--- src/rtl/apb_master_arb.sv ---
// Two-requester APB master with round-robin arbitration and registered APB outputs.
// Optional ACCESS-phase timeout abort is enabled by defining APB_TIMEOUT_EN.
module apb_master_arb #(
  parameter int ADDR_W      = 6,
  parameter int DATA_W      = 32,
  parameter int TIMEOUT_CYC = 16
) (
  input  logic              pclk,
  input  logic              prst,
  input  logic              req0_valid,
  input  logic              req0_write,
  input  logic [ADDR_W-1:0] req0_addr,
  input  logic [DATA_W-1:0] req0_wdata,
  output logic              req0_ready,
  output logic              rsp0_valid,
  output logic [DATA_W-1:0] rsp0_rdata,
  output logic              rsp0_err,
  input  logic              req1_valid,
  input  logic              req1_write,
  input  logic [ADDR_W-1:0] req1_addr,
  input  logic [DATA_W-1:0] req1_wdata,
  output logic              req1_ready,
  output logic              rsp1_valid,
  output logic [DATA_W-1:0] rsp1_rdata,
  output logic              rsp1_err,
  output logic              psel,
  output logic              penable,
  output logic              pwrite,
  output logic [ADDR_W-1:0] paddr,
  output logic [DATA_W-1:0] pwdata,
  input  logic              pready,
  input  logic [DATA_W-1:0] prdata
);

  localparam logic [1:0] IDLE   = 2'd0;
  localparam logic [1:0] SETUP  = 2'd1;
  localparam logic [1:0] ACCESS = 2'd2;

  if (TIMEOUT_CYC < 2 || TIMEOUT_CYC > 255) begin : g_timeout_range
    $error("apb_master_arb: TIMEOUT_CYC must be in 2..255");
  end

  logic [1:0]        state;
  logic              last_grant;
  logic              gnt;
  logic              win1;
  logic              done;
  logic              abort;
  logic              accept_en;
  logic              accept;
  logic              sel_write;
  logic [ADDR_W-1:0] sel_addr;
  logic [DATA_W-1:0] sel_wdata;

  // Round-robin: on a tie the requester that did not win last time goes next.
  always_comb begin
    win1       = req1_valid & (~req0_valid | ~last_grant);
    done       = (state == ACCESS) & pready;
    accept_en  = (state == IDLE) | done;
    accept     = accept_en & (req0_valid | req1_valid);
    req0_ready = accept & ~win1;
    req1_ready = accept & win1;
    sel_write  = win1 ? req1_write : req0_write;
    sel_addr   = win1 ? req1_addr  : req0_addr;
    sel_wdata  = win1 ? req1_wdata : req0_wdata;
  end

  always_ff @(posedge pclk or posedge prst) begin
    if (prst) begin
      state      <= IDLE;
      last_grant <= 1'b1;
      gnt        <= 1'b0;
      psel       <= 1'b0;
      penable    <= 1'b0;
      pwrite     <= 1'b0;
      paddr      <= '0;
      pwdata     <= '0;
      rsp0_valid <= 1'b0;
      rsp1_valid <= 1'b0;
      rsp0_rdata <= '0;
      rsp1_rdata <= '0;
    end else begin
      rsp0_valid <= 1'b0;
      rsp1_valid <= 1'b0;
      case (state)
        IDLE: begin
          if (accept) begin
            state      <= SETUP;
            psel       <= 1'b1;
            penable    <= 1'b0;
            pwrite     <= sel_write;
            paddr      <= sel_addr;
            pwdata     <= sel_wdata;
            gnt        <= win1;
            last_grant <= win1;
          end
        end
        SETUP: begin
          state   <= ACCESS;
          penable <= 1'b1;
        end
        ACCESS: begin
          if (done) begin
            if (gnt) begin
              rsp1_valid <= 1'b1;
              rsp1_rdata <= pwrite ? '0 : prdata;
            end else begin
              rsp0_valid <= 1'b1;
              rsp0_rdata <= pwrite ? '0 : prdata;
            end
            // Back-to-back: a new winner goes straight to SETUP with psel held.
            if (accept) begin
              state      <= SETUP;
              penable    <= 1'b0;
              pwrite     <= sel_write;
              paddr      <= sel_addr;
              pwdata     <= sel_wdata;
              gnt        <= win1;
              last_grant <= win1;
            end else begin
              state   <= IDLE;
              psel    <= 1'b0;
              penable <= 1'b0;
            end
          end else if (abort) begin
            if (gnt) begin
              rsp1_valid <= 1'b1;
              rsp1_rdata <= '0;
            end else begin
              rsp0_valid <= 1'b1;
              rsp0_rdata <= '0;
            end
            state   <= IDLE;
            psel    <= 1'b0;
            penable <= 1'b0;
          end
        end
        default: begin
          state   <= IDLE;
          psel    <= 1'b0;
          penable <= 1'b0;
        end
      endcase
    end
  end

`ifdef APB_TIMEOUT_EN
  localparam logic [7:0] TO_LAST = 8'(TIMEOUT_CYC - 1);

  logic [7:0] wait_cnt;

  assign abort = (state == ACCESS) & ~pready & (wait_cnt == TO_LAST);

  // Counter restarts in SETUP so every ACCESS phase begins at zero.
  always_ff @(posedge pclk or posedge prst) begin
    if (prst) begin
      wait_cnt <= '0;
      rsp0_err <= 1'b0;
      rsp1_err <= 1'b0;
    end else begin
      rsp0_err <= abort & ~gnt;
      rsp1_err <= abort & gnt;
      if (state == SETUP)
        wait_cnt <= '0;
      else if (state == ACCESS && !pready)
        wait_cnt <= wait_cnt + 8'd1;
    end
  end
`else
  assign abort    = 1'b0;
  assign rsp0_err = 1'b0;
  assign rsp1_err = 1'b0;
`endif

endmodule

--- config.mk ---
export PLATFORM = sky130hd
export DESIGN_NAME = apb_master_arb
export DESIGN_NICKNAME = d
export VERILOG_FILES = /design/src/rtl/apb_master_arb.sv
export SDC_FILE = /design/constraint.sdc
export NUM_CORES = 1
export LEC_CHECK = 0
export CAP_MARGIN = 20
export CORE_ASPECT_RATIO = 1.75
export CORE_MARGIN = 5
export CORE_UTILIZATION = 50
export CTS_BUF_LIST = sky130_fd_sc_hd__clkbuf_8 sky130_fd_sc_hd__clkbuf_16
export CTS_CLUSTER_SIZE = 8
export DETAILED_ROUTE_END_ITERATION = 7
export DONT_BUFFER_PORTS = 1
export SLEW_MARGIN = 20
export SYNTH_ARGS = -nofsm -noshare
export SYNTH_HDL_FRONTEND = slang
export SYNTH_SLANG_ARGS = --single-unit
export TNS_END_PERCENT = 10
--- constraint.sdc ---
create_clock -name pclk -period 6.6 [get_ports pclk]
set_input_delay 0.99 -clock pclk [delete_from_list [all_inputs] [get_ports pclk]]
set_output_delay 0.99 -clock pclk [all_outputs]
set_load 0.02 [all_outputs]
# == Yosys cells after proc, flatten, opt, wreduce, memory -nomap -nowiden ==
# Index checks and enable logic that the tools add are counted.
# totals
register_bits,111
inputBits,115
out_inout_bits,111
wordCells,73
# classes
eq_ne,5
mux,36
n_bitwise,13
n_reduce_logical,7
# ops
cell,count
32-bit two-way mux,4
32-bit case mux with 2 select lines,1
1-bit two-way mux,19
6-bit two-way mux,3
6-bit case mux with 2 select lines,1
2-bit inequality test (second input constant),3
1-bit case mux with 2 select lines,3
1-bit case mux with 3 select lines,2
2-bit case mux with 3 select lines,1
3-bit AND reduction,2
1-bit bitwise AND,5
1-bit inverter,5
2-bit two-way mux,2
2-bit AND reduction,2
4-bit AND reduction,1
1-bit bitwise OR,3
2-bit by 1-bit == test with 1-bit output (second input constant),1
2-bit == test (second input constant),1
2-bit zero test,1
2-bit nonzero test,1

# == Depth between registers and ports, before layout ==
# depth
word_depth,7
ltp_mapped,5
ltp_nobuf,3

# == Worst setup path after synthesis ==
# Ideal clock, no wire load.
# synth_timing
path_kind,input-to-output
start,in req1_valid
end,out req0_ready
arrival_time_ns,1.975
t_required_ns,5.610
setup_slack_ns,3.635
stages,3
path_cell_list,a21boi_2 buf_2 nor4_1
# synth_between
elab_chain_cells,3
elab_cells_between_ends,5
classes_between,5 x bitwise
# synth_lines
element,line_no,rtl
from (decl),18,"input logic req1_valid,"
1-bit bitwise OR or 1-bit bitwise AND (tied branches),"60, 57",
1-bit bitwise AND or 1-bit inverter (tied branches),"60, 61",
1-bit bitwise AND *,61,req0_ready = accept & ~win1;
to (decl),14,"output logic req0_ready,"
# Mark *: on every way between the ends. The rest lies on a longest branch, timed or not.

# == Worst setup path after layout ==
# Same ends and word-level chain as after synthesis.

==> results.txt <==
Peak VDD IR - 0.000275 V
H-tree levels - 3
Yosys cell types - 25
Avg Inst Size Synth - 11.9 µm²
Final Skew - 0.00943 ns
Worst r2r path cells - 4
Synth Area in XOR/XNOR - 0
Worst hold slack - 0.528 ns
Via density - 5.50
Max clock buf depth - 2
Starting Density - 0.514
Worst setup EP type - primary output
Share of cells above drive strength 1 - 0.274
Top-count cell post-synth - dfrtp_1
Fill cells - 776
Vias in the first global route - 3060
Post-synth EDFFs - 0
Initial antenna violation count - 0
Clock transition at path regs - 0.07 ns
Area occupied by multi-input gates - 1790 µm²
GP Congestion - 0.731
First-pass GRT wire length - 16700 µm
I/O pin total - 226
Die height - 138 µm
Ys flop type - dfrtp_1
M3 GR Usage - 0.0874
Synth cell count leaders - dfrtp_1 (109), mux2_2 (79), nand2_1 (64), o21ai_0 (64), nand2b_1 (32)
Compound-Gate Fraction of Synth Area - 0.0743
Final TNS setup - 0 ns
Final WL - 10200 µm
Clock Sinks - 110
Final setup fails - 0
Fin cells - 511
Unrepaired setup endpoints after global routing - no
Data required, critical path - 5.61 ns
CP Class - in2out
Final period utilization - 0.472
Seq cells post-synth - 110
Post-CTS sizing - 0
Crit Reg-Reg Endpoint - pwdata[20]$_DFFE_PP0P_
Setup crit end - req0_ready
Reg2reg start - state[1]$_DFFE_PP0P_
Fmax - 321 MHz
Worst-skew pair later-pin latency - 0.33 ns
Final setup margin - 3.49 ns
Status - completed
Clock Tree Root - clkbuf_16
Max-Slew Margin vs Limit - 0.396
Clock Power Share - 0.195
Sw Ratio - 0.420
Slowest cell on crit path - nor4_1
Yosys Warn Count - 0
Core footprint - 9150 µm²
Critical Path Max Stage Delay - 0.74 ns
CTS tree - done
Synth top area cells - dfrtp_1 (58%), mux2_2 (19%), o21ai_0 (6.8%), nand2_1 (5.1%), nand2b_1 (4.3%)
Vias post-DR - 2809
Largest family of logic cells by synthesized area - multiplexers
Final Hold Fails - 0
FFs w/ async S/R, synth - 1.00
Largest net degree at the start of global routing - 66
Gr busiest metal - met2
Synth top area share - 0.580
Power Density - 522 nW/µm²
Leakage power - 0.00222 µW
R2R setup slack - 4.67 ns
Hpwl dp - 7440 µm
Met2 Use GR - 0.297
Mux contribution to synthesized area - 0.194
Slew Viols, Final - 0
Drt drc - 0
Worst min path class - reg2reg
Placed Cells - 495
Critical Path AT - 2.12 ns
Sequential share of power - 0.597
Register area - 2750 µm²
Pre-CTS setup slack - 3.48 ns
CTS Hold Bufs - 0
ANT cells - 0
Global route total overflow - 0
Post-CTS setup buffer count - 0
Total power - 2640 µW
Critical path launch point type - input port
Syn Inst Count - 395
IO buf count - 0
Max-Cap Viols - 0
Rows - 46
Net load switching power - 1110 µW
Tot GR Track Use - 0.179
Worst slew pin tran - 0.898 ns
Synth Cell Area - 4700 µm²
Die area - 11500 µm²
Critical Path Source - req1_valid
Die W - 83.3 µm
Logic pwr share - 0.208
Post-route ant nets - 0
Met1 Use GR - 0.206
Cts bufs inserted - 9
Nets - 501
Starting DRT DRC Count - 116
Maximum net fanout on the critical path - 43
WL/cell - 19.9 µm
Internal power - 1530 µW
Leading area contributor after synthesis - dfrtp_1
Adder-cell share of the synthesized area - 0
Sequential area share after synthesis - 0.586
Area grow syn2layout - 7.51%
Critical path, cell by cell - a21boi_4, buf_4, nor4_1
Synth Area in Simple Gates - 0.108
Fin crit period - 3.11 ns
Drt first pass iters - 4
[how the worst min path moves through the flow]
stage	cells after the start	slack [ns]	end	startpoint
floorplan	1	0.47	gnt$_DFFE_PP0P_	gnt$_DFFE_PP0P_
global placement	1	0.50	gnt$_DFFE_PP0P_	gnt$_DFFE_PP0P_
detailed placement	1	0.50	gnt$_DFFE_PP0P_	gnt$_DFFE_PP0P_
CTS	1	0.52	gnt$_DFFE_PP0P_	gnt$_DFFE_PP0P_
global route	1	0.54	gnt$_DFFE_PP0P_	gnt$_DFFE_PP0P_
finish	1	0.53	gnt$_DFFE_PP0P_	gnt$_DFFE_PP0P_
[final cells by class]
class	instances	area share
repair buffers	6	0.00892
flip-flops and latches	110	0.545
multi-input cells	254	0.354
clock inverters	6	0.0106
clock buffers	10	0.0473
well taps	120	0.0297
inverters	5	0.00421
[through the flow]
stage / util / area [µm²]
2_1_floorplan: - / 4700
3_3_place_gp: 0.520 / 4760
3_5_place_dp: 0.520 / 4760
4_1_cts: 0.552 / 5050
5_1_grt: 0.552 / 5050
6_report: 0.552 / 5050
[critical path, delay by kind of cell]
kind	cells	cell delay, ns
simple gates	1	0.74
compound gates	1	0.11
buf+inv	1	0.28
[flip-flops by register name, indices dropped and copies added, names as in the netlist, 2 cells and up]
signal / cells
rsp0_rdata: 32
pwdata: 32
state: 2
paddr: 6
rsp1_rdata: 32
[logic make-up after synthesis]
logic type	count (synthesis)
other cells	1
simple gates	104
buf+inv	32
mux	81
compound gates	67
flops	110
[routing by layer]
metal  vias to the layer above  routed length [µm]
li1                       1308                   -
met1                      1347                3580
met2                       148                5370
met3                         6                1140
met4                         0                  91
met5                         -                   0
[cell usage in the layout, fill, tap and decap left out, drive strengths merged]
cell	synthesis	final
nor4	1	1
dfstp	1	1
nand2b	32	32
nand4bb	1	1
dfrtp	109	109
buf	19	6
nand2	64	64
a21boi	1	1
o2bb2ai	1	1
conb	1	2
inv	5	7
mux2	81	81
and2	1	1
clkbuf	8	10
nor2	1	1
nand4b	1	1
a2bb2oi	1	1
nor2b	2	2
clkinv	0	4
o21ai	64	64
nor3	1	1
[power by group through the flow]
stage	registers, µW	clock network [µW]	logic [µW]
CTS	1590	533	559
detailed placement	1590	0	559
finish	1570	514	548
floorplan	1490	0	488
global route	1620	563	633
global placement	1590	0	536
Note: power is estimated with default switching activity, not from simulation.
